--- config.mk ---
export PLATFORM = sky130hd
export DESIGN_NAME = divider_arbiter_flat
export DESIGN_NICKNAME = d
export VERILOG_FILES = /design/src/rtl/divider_arbiter_pkg.sv /design/src/rtl/divider_arbiter_if.sv /design/src/rtl/divider_arbiter_rr_arb2.sv /design/src/rtl/divider_arbiter.sv /design/src/flat_wrapper.sv
export SDC_FILE = /design/constraint.sdc
export NUM_CORES = 1
export LEC_CHECK = 0
export BUFFER_PORTS_ARGS = -buffer_cell sky130_fd_sc_hd__buf_4
export CORE_UTILIZATION = 30
export DETAILED_ROUTE_END_ITERATION = 10
export PLACE_DENSITY = 0.68
export REMOVE_ABC_BUFFERS = 1
export SETUP_SLACK_MARGIN = 0.15
export SYNTH_ARGS = -nofsm -noshare
export SYNTH_HDL_FRONTEND = slang
export SYNTH_SLANG_ARGS = --single-unit
--- constraint.sdc ---
create_clock -name clk -period 1.6 [get_ports clk]
set_clock_uncertainty 0.05 [all_clocks]
set_input_delay 0.16 -clock clk [delete_from_list [all_inputs] [get_ports clk]]
set_output_delay 0.16 -clock clk [all_outputs]
set_load 0.02 [all_outputs]
--- src/rtl/divider_arbiter_pkg.sv ---
// Shared types and constants for the two-requester divider arbiter.
package divider_arbiter_pkg;

  localparam int unsigned DIV_LATENCY = 17;
  localparam int unsigned DIVIDEND_W  = 8;
  localparam int unsigned DIVISOR_W   = 7;
  localparam int unsigned CNT_W       = 5;

  typedef enum logic [1:0] {
    StIdle  = 2'd0,
    StStart = 2'd1,
    StWait  = 2'd2,
    StDone  = 2'd3
  } state_e;

  // Remainder reported for a divide-by-zero bypass: the dividend truncated to the remainder width.
  function automatic logic [DIVISOR_W-1:0] bypass_rem(input logic [DIVIDEND_W-1:0] dividend);
    return dividend[DIVISOR_W-1:0];
  endfunction

endpackage

--- src/rtl/divider_arbiter_if.sv ---
// Requester and shared-divider signals of divider_arbiter, bundled with one modport per side.
interface divider_arbiter_if;

  logic                                     req0;
  logic                                     req1;
  logic [divider_arbiter_pkg::DIVIDEND_W-1:0] dividend0;
  logic [divider_arbiter_pkg::DIVIDEND_W-1:0] dividend1;
  logic [divider_arbiter_pkg::DIVISOR_W-1:0]  divisor0;
  logic [divider_arbiter_pkg::DIVISOR_W-1:0]  divisor1;
  logic                                     done0;
  logic                                     done1;
  logic [divider_arbiter_pkg::DIVIDEND_W-1:0] quotient_o;
  logic [divider_arbiter_pkg::DIVISOR_W-1:0]  remainder_o;
  logic                                     err_o;
  logic                                     busy;
  logic                                     div_start;
  logic [divider_arbiter_pkg::DIVIDEND_W-1:0] div_dividend;
  logic [divider_arbiter_pkg::DIVISOR_W-1:0]  div_divisor;
  logic [divider_arbiter_pkg::DIVIDEND_W-1:0] div_quotient;
  logic [divider_arbiter_pkg::DIVISOR_W-1:0]  div_remainder;
  logic                                     div_valid;

  modport slave (
    input  req0, req1, dividend0, dividend1, divisor0, divisor1,
    input  div_quotient, div_remainder, div_valid,
    output done0, done1, quotient_o, remainder_o, err_o, busy,
    output div_start, div_dividend, div_divisor
  );

  modport master (
    output req0, req1, dividend0, dividend1, divisor0, divisor1,
    output div_quotient, div_remainder, div_valid,
    input  done0, done1, quotient_o, remainder_o, err_o, busy,
    input  div_start, div_dividend, div_divisor
  );

endinterface

--- src/rtl/divider_arbiter_rr_arb2.sv ---
// Two-way round-robin grant: on contention the requester not granted last wins.
module rr_arb2 (
  input  logic [1:0] req_i,
  input  logic       last_i,
  output logic [1:0] gnt_o
);

  always_comb begin
    gnt_o = req_i;
    if (req_i == 2'b11) begin
      gnt_o = last_i ? 2'b01 : 2'b10;
    end
  end

endmodule

--- src/rtl/divider_arbiter.sv ---
// Arbitrates two requesters onto one fixed-latency divider and returns the result to the owner.
// Optional feature: define DIVZERO_BYPASS_EN to answer divide-by-zero directly with err_o set.
module divider_arbiter
  import divider_arbiter_pkg::*;
(
  input logic               clk,
  input logic               reset,
  divider_arbiter_if.slave  bus
);

  state_e                  state_q, state_d;
  logic [CNT_W-1:0]        cnt_q, cnt_d;
  logic                    owner_q, owner_d;
  logic                    last_q, last_d;
  logic [DIVIDEND_W-1:0]   a_q, a_d;
  logic [DIVISOR_W-1:0]    b_q, b_d;
  logic [DIVIDEND_W-1:0]   quot_q, quot_d;
  logic [DIVISOR_W-1:0]    rem_q, rem_d;
`ifdef DIVZERO_BYPASS_EN
  logic                    err_q, err_d;
`endif

  logic [1:0]              req;
  logic [1:0]              gnt;
  logic [DIVIDEND_W-1:0]   sel_dividend;
  logic [DIVISOR_W-1:0]    sel_divisor;
  logic                    unused_div_valid;

  assign unused_div_valid = bus.div_valid;
  assign req              = {bus.req1, bus.req0};
  assign sel_dividend     = gnt[1] ? bus.dividend1 : bus.dividend0;
  assign sel_divisor      = gnt[1] ? bus.divisor1  : bus.divisor0;

  rr_arb2 u_rr_arb2 (
    .req_i  (req),
    .last_i (last_q),
    .gnt_o  (gnt)
  );

  always_comb begin
    state_d = state_q;
    cnt_d   = cnt_q;
    owner_d = owner_q;
    last_d  = last_q;
    a_d     = a_q;
    b_d     = b_q;
    quot_d  = quot_q;
    rem_d   = rem_q;
`ifdef DIVZERO_BYPASS_EN
    err_d   = err_q;
`endif
    unique case (state_q)
      // The DONE cycle arbitrates like IDLE so a held request is re-granted without a gap.
      StIdle, StDone: begin
        state_d = StIdle;
        cnt_d   = '0;
        if (|req) begin
          owner_d = gnt[1];
          last_d  = gnt[1];
          a_d     = sel_dividend;
          b_d     = sel_divisor;
          state_d = StStart;
`ifdef DIVZERO_BYPASS_EN
          if (sel_divisor == '0) begin
            state_d = StDone;
            quot_d  = '1;
            rem_d   = bypass_rem(sel_dividend);
            err_d   = 1'b1;
          end
`endif
        end
      end
      StStart: begin
        state_d = StWait;
        cnt_d   = CNT_W'(1);
      end
      StWait: begin
        cnt_d = cnt_q + 1'b1;
        if (cnt_q == CNT_W'(DIV_LATENCY)) begin
          quot_d  = bus.div_quotient;
          rem_d   = bus.div_remainder;
`ifdef DIVZERO_BYPASS_EN
          err_d   = 1'b0;
`endif
          cnt_d   = '0;
          state_d = StDone;
        end
      end
      default: state_d = StIdle;
    endcase
  end

  always_ff @(posedge clk or negedge reset) begin
    if (!reset) begin
      state_q <= StIdle;
      cnt_q   <= '0;
      owner_q <= 1'b0;
      last_q  <= 1'b1;
      a_q     <= '0;
      b_q     <= '0;
      quot_q  <= '0;
      rem_q   <= '0;
`ifdef DIVZERO_BYPASS_EN
      err_q   <= 1'b0;
`endif
    end else begin
      state_q <= state_d;
      cnt_q   <= cnt_d;
      owner_q <= owner_d;
      last_q  <= last_d;
      a_q     <= a_d;
      b_q     <= b_d;
      quot_q  <= quot_d;
      rem_q   <= rem_d;
`ifdef DIVZERO_BYPASS_EN
      err_q   <= err_d;
`endif
    end
  end

  assign bus.busy         = (state_q != StIdle);
  assign bus.div_start    = (state_q == StStart);
  assign bus.done0        = (state_q == StDone) & ~owner_q;
  assign bus.done1        = (state_q == StDone) &  owner_q;
  assign bus.div_dividend = bus.busy ? a_q : '0;
  assign bus.div_divisor  = bus.busy ? b_q : '0;
  assign bus.quotient_o   = quot_q;
  assign bus.remainder_o  = rem_q;
`ifdef DIVZERO_BYPASS_EN
  assign bus.err_o        = err_q;
`else
  assign bus.err_o        = 1'b0;
`endif

endmodule

--- src/flat_wrapper.sv ---
// flat-port wrapper written by rule: the top's interface ports become plain ports
module divider_arbiter_flat import divider_arbiter_pkg::*;
  (clk, reset, bus_req0, bus_req1, bus_dividend0, bus_dividend1, bus_divisor0, bus_divisor1, bus_div_quotient, bus_div_remainder, bus_div_valid, bus_done0, bus_done1, bus_quotient_o, bus_remainder_o, bus_err_o, bus_busy, bus_div_start, bus_div_dividend, bus_div_divisor);
  divider_arbiter_if bus_i ();
  input logic clk;
  input logic reset;
  input wire logic [$bits(bus_i.req0)-1:0] bus_req0;
  input wire logic [$bits(bus_i.req1)-1:0] bus_req1;
  input wire logic [$bits(bus_i.dividend0)-1:0] bus_dividend0;
  input wire logic [$bits(bus_i.dividend1)-1:0] bus_dividend1;
  input wire logic [$bits(bus_i.divisor0)-1:0] bus_divisor0;
  input wire logic [$bits(bus_i.divisor1)-1:0] bus_divisor1;
  input wire logic [$bits(bus_i.div_quotient)-1:0] bus_div_quotient;
  input wire logic [$bits(bus_i.div_remainder)-1:0] bus_div_remainder;
  input wire logic [$bits(bus_i.div_valid)-1:0] bus_div_valid;
  output wire logic [$bits(bus_i.done0)-1:0] bus_done0;
  output wire logic [$bits(bus_i.done1)-1:0] bus_done1;
  output wire logic [$bits(bus_i.quotient_o)-1:0] bus_quotient_o;
  output wire logic [$bits(bus_i.remainder_o)-1:0] bus_remainder_o;
  output wire logic [$bits(bus_i.err_o)-1:0] bus_err_o;
  output wire logic [$bits(bus_i.busy)-1:0] bus_busy;
  output wire logic [$bits(bus_i.div_start)-1:0] bus_div_start;
  output wire logic [$bits(bus_i.div_dividend)-1:0] bus_div_dividend;
  output wire logic [$bits(bus_i.div_divisor)-1:0] bus_div_divisor;
  assign bus_i.req0 = bus_req0;
  assign bus_i.req1 = bus_req1;
  assign bus_i.dividend0 = bus_dividend0;
  assign bus_i.dividend1 = bus_dividend1;
  assign bus_i.divisor0 = bus_divisor0;
  assign bus_i.divisor1 = bus_divisor1;
  assign bus_i.div_quotient = bus_div_quotient;
  assign bus_i.div_remainder = bus_div_remainder;
  assign bus_i.div_valid = bus_div_valid;
  assign bus_done0 = bus_i.done0;
  assign bus_done1 = bus_i.done1;
  assign bus_quotient_o = bus_i.quotient_o;
  assign bus_remainder_o = bus_i.remainder_o;
  assign bus_err_o = bus_i.err_o;
  assign bus_busy = bus_i.busy;
  assign bus_div_start = bus_i.div_start;
  assign bus_div_dividend = bus_i.div_dividend;
  assign bus_div_divisor = bus_i.div_divisor;
  divider_arbiter u_core (.clk(clk), .reset(reset), .bus(bus_i));
endmodule
# Word-level counts from Yosys, hierarchy flattened
# Cells that the tools add are included.
[word_totals] wordCells=35 regBits=39 out_inout_bits=35 n_memories=0 romBits=0 latch_bits=0 ram_bits=0
[classes] n_bitwise=3 n_lt_le_gt_ge=0 multipliers=0 n_mux=11 n_eq_ne=6 shift=0 n_addsub=1 div_mod_pow=0 reduce_logical=6
[op_table] op="8-bit 2-to-1 mux" n=2
[op_table] op="5-bit one-hot mux with 3 select lines" n=1
[op_table] op="7-bit 2-to-1 mux" n=2
[op_table] op="2-bit == test (second input constant)" n=3
[op_table] op="2-bit 2-to-1 mux" n=3
[op_table] op="2-bit one-hot mux with 3 select lines" n=1
[op_table] op="5-bit by 1-bit adder with 5-bit output (second input constant)" n=1
[op_table] op="5-bit == test (second input constant)" n=1
[op_table] op="5-bit 2-to-1 mux" n=1
[op_table] op="2-bit AND reduction" n=2
[op_table] op="2-bit OR reduction" n=2
[op_table] op="1-bit bitwise AND" n=2
[op_table] op="2-bit by 1-bit == test with 1-bit output (second input constant)" n=1
[op_table] op="2-bit logical NOT" n=1
[op_table] op="2-bit by 1-bit != test with 1-bit output (second input constant)" n=1
[op_table] op="2-bit nonzero test" n=1
[op_table] op="1-bit 2-to-1 mux" n=1
[op_table] op="1-bit inverter" n=1

# Logic depth before layout (Yosys ltp)
[logic_depth] ltp_word=3 ltp_mapped=7

# Cells and area by module
# A second synthesis with hierarchy kept.
[hier_totals] hier_cells=162 area_unflattened_um2=1915.6
[by_module_without_submodules] mod="divider_arbiter" n_inst=1 cells_per_inst=159 area_per_inst_um2=1896.8
[by_module_without_submodules] mod="rr_arb2" n_inst=1 cells_per_inst=3 area_per_inst_um2=18.8

# Worst setup path after synthesis
# No wires, ideal clock.
[synth_path] path_kind="flip-flop to flip-flop" startpoint="reg u_core.state_q[0]" endpoint="reg u_core.quot_q[5] (netlist: u_core.bus.quotient_o[5])" path_buffers=2 arrival_time_ps=1491 path_slack_ps=-66 setup_ps=125 synth_period_minus_slack_ps=1666 required_time_ps=1425 stages_incl_launch_ff=8 cell_sequence="dfrtp_1 -> inv_1 -> ha_1 -> inv_1 -> or2_1 -> buf_6 -> buf_12 -> mux2_4"
[synth_via] elab_chain_len=2
[synth_rtl] element="from (decl)" line="divider_arbiter.sv:11" rtl="state_e state_q, state_d;"
[synth_rtl] element="from (signal assigned)" line="divider_arbiter.sv:95" rtl="state_q <= StIdle;"
[synth_rtl] element="from (signal assigned)" line="divider_arbiter.sv:107" rtl="state_q <= state_d;"
[synth_rtl] element="2-bit == test" line="divider_arbiter.sv:52" rtl="unique case (state_q)"
[synth_rtl] element="2-bit AND reduction (no source line)"
[synth_rtl] element="to (signal assigned)" line="divider_arbiter.sv:113" rtl="quot_q <= quot_d;"
[synth_rtl] element="to (decl)" line="divider_arbiter.sv:17" rtl="logic [DIVIDEND_W-1:0] quot_q, quot_d;"
# No other way between the ends.
# A chain may end at the register's enable or synchronous reset.

# Final worst setup path
[layout_path] startpoint="reg u_core.state_q[0]" endpoint="reg u_core.quot_q[6] (netlist: u_core.bus.quotient_o[6])"
# The elaborated chain is that of the path after synthesis.

==> qor.csv <==
metric,value,unit
number of global-route vias before repair,1596,
part of the Yosys area used for sequential elements,52.0,%
worst setup margin,-0.0230,ns
placeable core region,5990,sq um
total length of routed met3 wires,209,um
nature of the critical path endpoint,register,
full die area,6580,sq um
post-route fraction of the period consumed by the critical path,101,%
global-route congestion overflow total,0,
transition time of the tightest slew-check pin,0.683,ns
most common library cell in the layout ignoring fill and taps,sky130_fd_sc_hd__buf_4,
maximum count of clock buffers along a single path,2,
average instance area after synthesis,10.6,sq um
starting density of the core,31.3,%
async set-or-reset flop fraction in the synthesized netlist,100,%
power density of the placed cells,1910,nW/um^2
detailed-route wire length on metal 1,2140,um
gate count after technology mapping,178,
top layer used by detailed routing,met4,
most frequent cells in the layout,"sky130_fd_sc_hd__buf_4 (78), sky130_fd_sc_hd__dfrtp_1 (37), sky130_fd_sc_hd__nand2_1 (32)",
number of top-level design ports,85,
via count,1654,
routed wire length on met2,2750,um
final RePlAce weighted congestion,0.728,
unrepaired setup endpoints after global routing,yes,
number of H-tree levels,2,
relative slew slack,54.2,%
violated checks,setup timing,
area of all placed cells without fillers,3170,sq um
clk_lat worst skew,0.28,ns
# diodes,0,
count of cell types in the netlist,30,
number of enable flip-flop cells after synthesis,0,
# setup viols final,11,
residual antenna-violating net count after detailed routing,0,
Cells on Worst Hold Path,2,
Worst IR Drop VDD,1100,uV
leakage power figure,1.53,nW
routed wire length per instance,14.6,um
number of antenna violations at the first check in global routing,0,
number of warnings reported in the yosys synthesis log,0,
maximum number of pins on one net before global-route repair,40,
final HPWL from detailed placement,3150,um
wire length of the first global-routing pass,7570,um
total number of placement rows,28,
total power of the final layout,0.00604,W
all-layer global routing usage,15.4,%
shortest clock period the worst path allows after layout,1.62,ns
number of nets in the layout,333,
max-slew violation count,0,
f_max,0.616,GHz
"Max FO, Critical Path",7,
library cell occupying the most area in the post-synthesis netlist,sky130_fd_sc_hd__dfrtp_1,
number of synthesized register bits,39,
clock tree root driver cell,sky130_fd_sc_hd__clkbuf_8,
summed instance area of the synthesized netlist,1880,sq um
DRC violation count after routing,0,
reported max-cap violation count,0,
kind of launch point of the worst setup path,register,
"wirelength, routed",5150,um
iteration count of the initial detailed-routing pass,4,
status,"complete, but fails checks",
iteration-0 DRC count of the detailed router,71,
number of cells on the worst reg-to-reg path,6,
CTS tree,built,
biggest area contributors in the synthesized netlist,"sky130_fd_sc_hd__dfrtp_1 (51%), sky130_fd_sc_hd__mux2_4 (8.0%), sky130_fd_sc_hd__nand2_1 (6.4%)",
share of layout cells above drive strength 1,57.9,%
synth-to-layout area growth,68.7,%
required time at the endpoint of the critical path,1.72,ns
overall die width,81.1,um
sinks on the clock net,39,
vias per std cell,4.69,
area share of the largest cell type after synthesis,50.6,%
Setup CP Type,reg -> reg,
TritonCTS buffer count,5,
Setup WS pre-CTS,-0.170,ns
worst min-delay path category,in -> reg,
"CTS clk-pin slew, worst paths",0.07,ns
number of failing hold endpoints at the final stage,0,
top_reg_cell synth,sky130_fd_sc_hd__dfrtp_1,
crit path DAT,1.74,ns
post-place instance area,2650,sq um
Hold Slack,0.0255,ns
count of input and output buffers,82,
DIE HEIGHT,81.1,um
## cell usage after synthesis, types with 2 or more instances
master                     count
sky130_fd_sc_hd__xor2_1        2
sky130_fd_sc_hd__a21oi_1       2
sky130_fd_sc_hd__mux2_4       10
sky130_fd_sc_hd__inv_1         7
sky130_fd_sc_hd__nand3_1       3
sky130_fd_sc_hd__clkbuf_1      5
sky130_fd_sc_hd__a31oi_1      16
sky130_fd_sc_hd__nor2b_1      16
sky130_fd_sc_hd__mux2_2        5
sky130_fd_sc_hd__nor2_1       18
sky130_fd_sc_hd__ha_1          6
sky130_fd_sc_hd__mux2i_1       2
sky130_fd_sc_hd__dfrtp_1      38
sky130_fd_sc_hd__nand2_1      32
## flip-flops by register name, summed over array words and instances (netlist names)
signal and cells:
u_core.b_q 7, u_core.state_q 2, u_core.cnt_q 5, u_core.bus.remainder_o 7, u_core.bus.quotient_o 8, u_core.a_q 8, u_core.last_q 1, u_core.owner_q 1
## timing repair
| action | in CTS | in global routing |
|---|---|---|
| hold buffers | 1 | 0 |
| pin swaps | 1 | 2 |
| buffers inserted | 2 | 1 |
| resized for setup | 18 | 54 |
| gates cloned | 2 | 2 |
| endpoints found under the setup margin | 50 | 51 |
| hold endpoints to repair | 38 | 0 |
## critical path, cell delays in order, from the launching register on
cell                        delay [ns]
sky130_fd_sc_hd__dfrtp_1          0.40
sky130_fd_sc_hd__inv_2            0.13
sky130_fd_sc_hd__ha_4             0.15
sky130_fd_sc_hd__inv_1            0.05
sky130_fd_sc_hd__or2_4            0.27
sky130_fd_sc_hd__clkbuf_16        0.17
sky130_fd_sc_hd__mux2_4           0.29
## where the power goes
group	total [W]	switching, W	internal, W
Sequential	0.00154	0.000246	0.00129
Clock	0.000723	0.000329	0.000393
Combinational	0.00377	0.00182	0.00195
## layout make-up
cell class	instances	area [sq um]
Timing Repair Buffer	101	927
Multi-Input combinational cell	123	1040
Sequential cell	39	978
Clock buffer	8	100
Fill cell	547	2820
Tap cell	75	93.8
Inverter	7	28.8
## cells by family (layout without fill, tap and decap cells)
logic type / after synthesis / count (layout) / synth area share (%)
adders and majority gates: 6 / 6 / 4.00
xor gates and xnor gates: 3 / 3 / 1.40
AOI/OAI and AO/OA: 23 / 23 / 7.93
DFF: 39 / 39 / 52.0
other: 1 / 1 / 0.200
muxes: 17 / 17 / 12.1
buffers and inverters: 16 / 116 / 4.73
and+or+nand+nor: 73 / 73 / 17.7
## worst paths after layout
| path | start | to | slack [ns] |
|---|---|---|---|
| max in group asynchronous | reset | u_core.state_q[1] | 0.76 |
| hold / removal | bus_req0 | u_core.last_q | 0.03 |
| setup reg to reg | u_core.state_q[0] | u_core.bus.quotient_o[6] | -0.02 |
| hold reg to reg | u_core.bus.quotient_o[0] | u_core.bus.quotient_o[0] | 0.46 |
| min in group asynchronous | reset | u_core.b_q[2] | 0.34 |
| setup / recovery | u_core.state_q[0] | u_core.bus.quotient_o[6] | -0.02 |
## through the flow
step	setup TNS [ns]	utilization, %	std cells
floorplan	-2.84	-	169
CTS	0	48.2	350
global route	-1.30	52.9	353
detailed placement	-2.18	44.2	337
global placement	-1.60	44.2	337
finish	-0.136	52.9	353
## metal layers
layer	GRT usage (%)	up-vias
met3	3.82	5
li1	-	784
met4	4.82	0
met2	26.4	36
met1	18.8	829
met5	0	-
No activity file was read; power rests on OpenSTA's default activity.
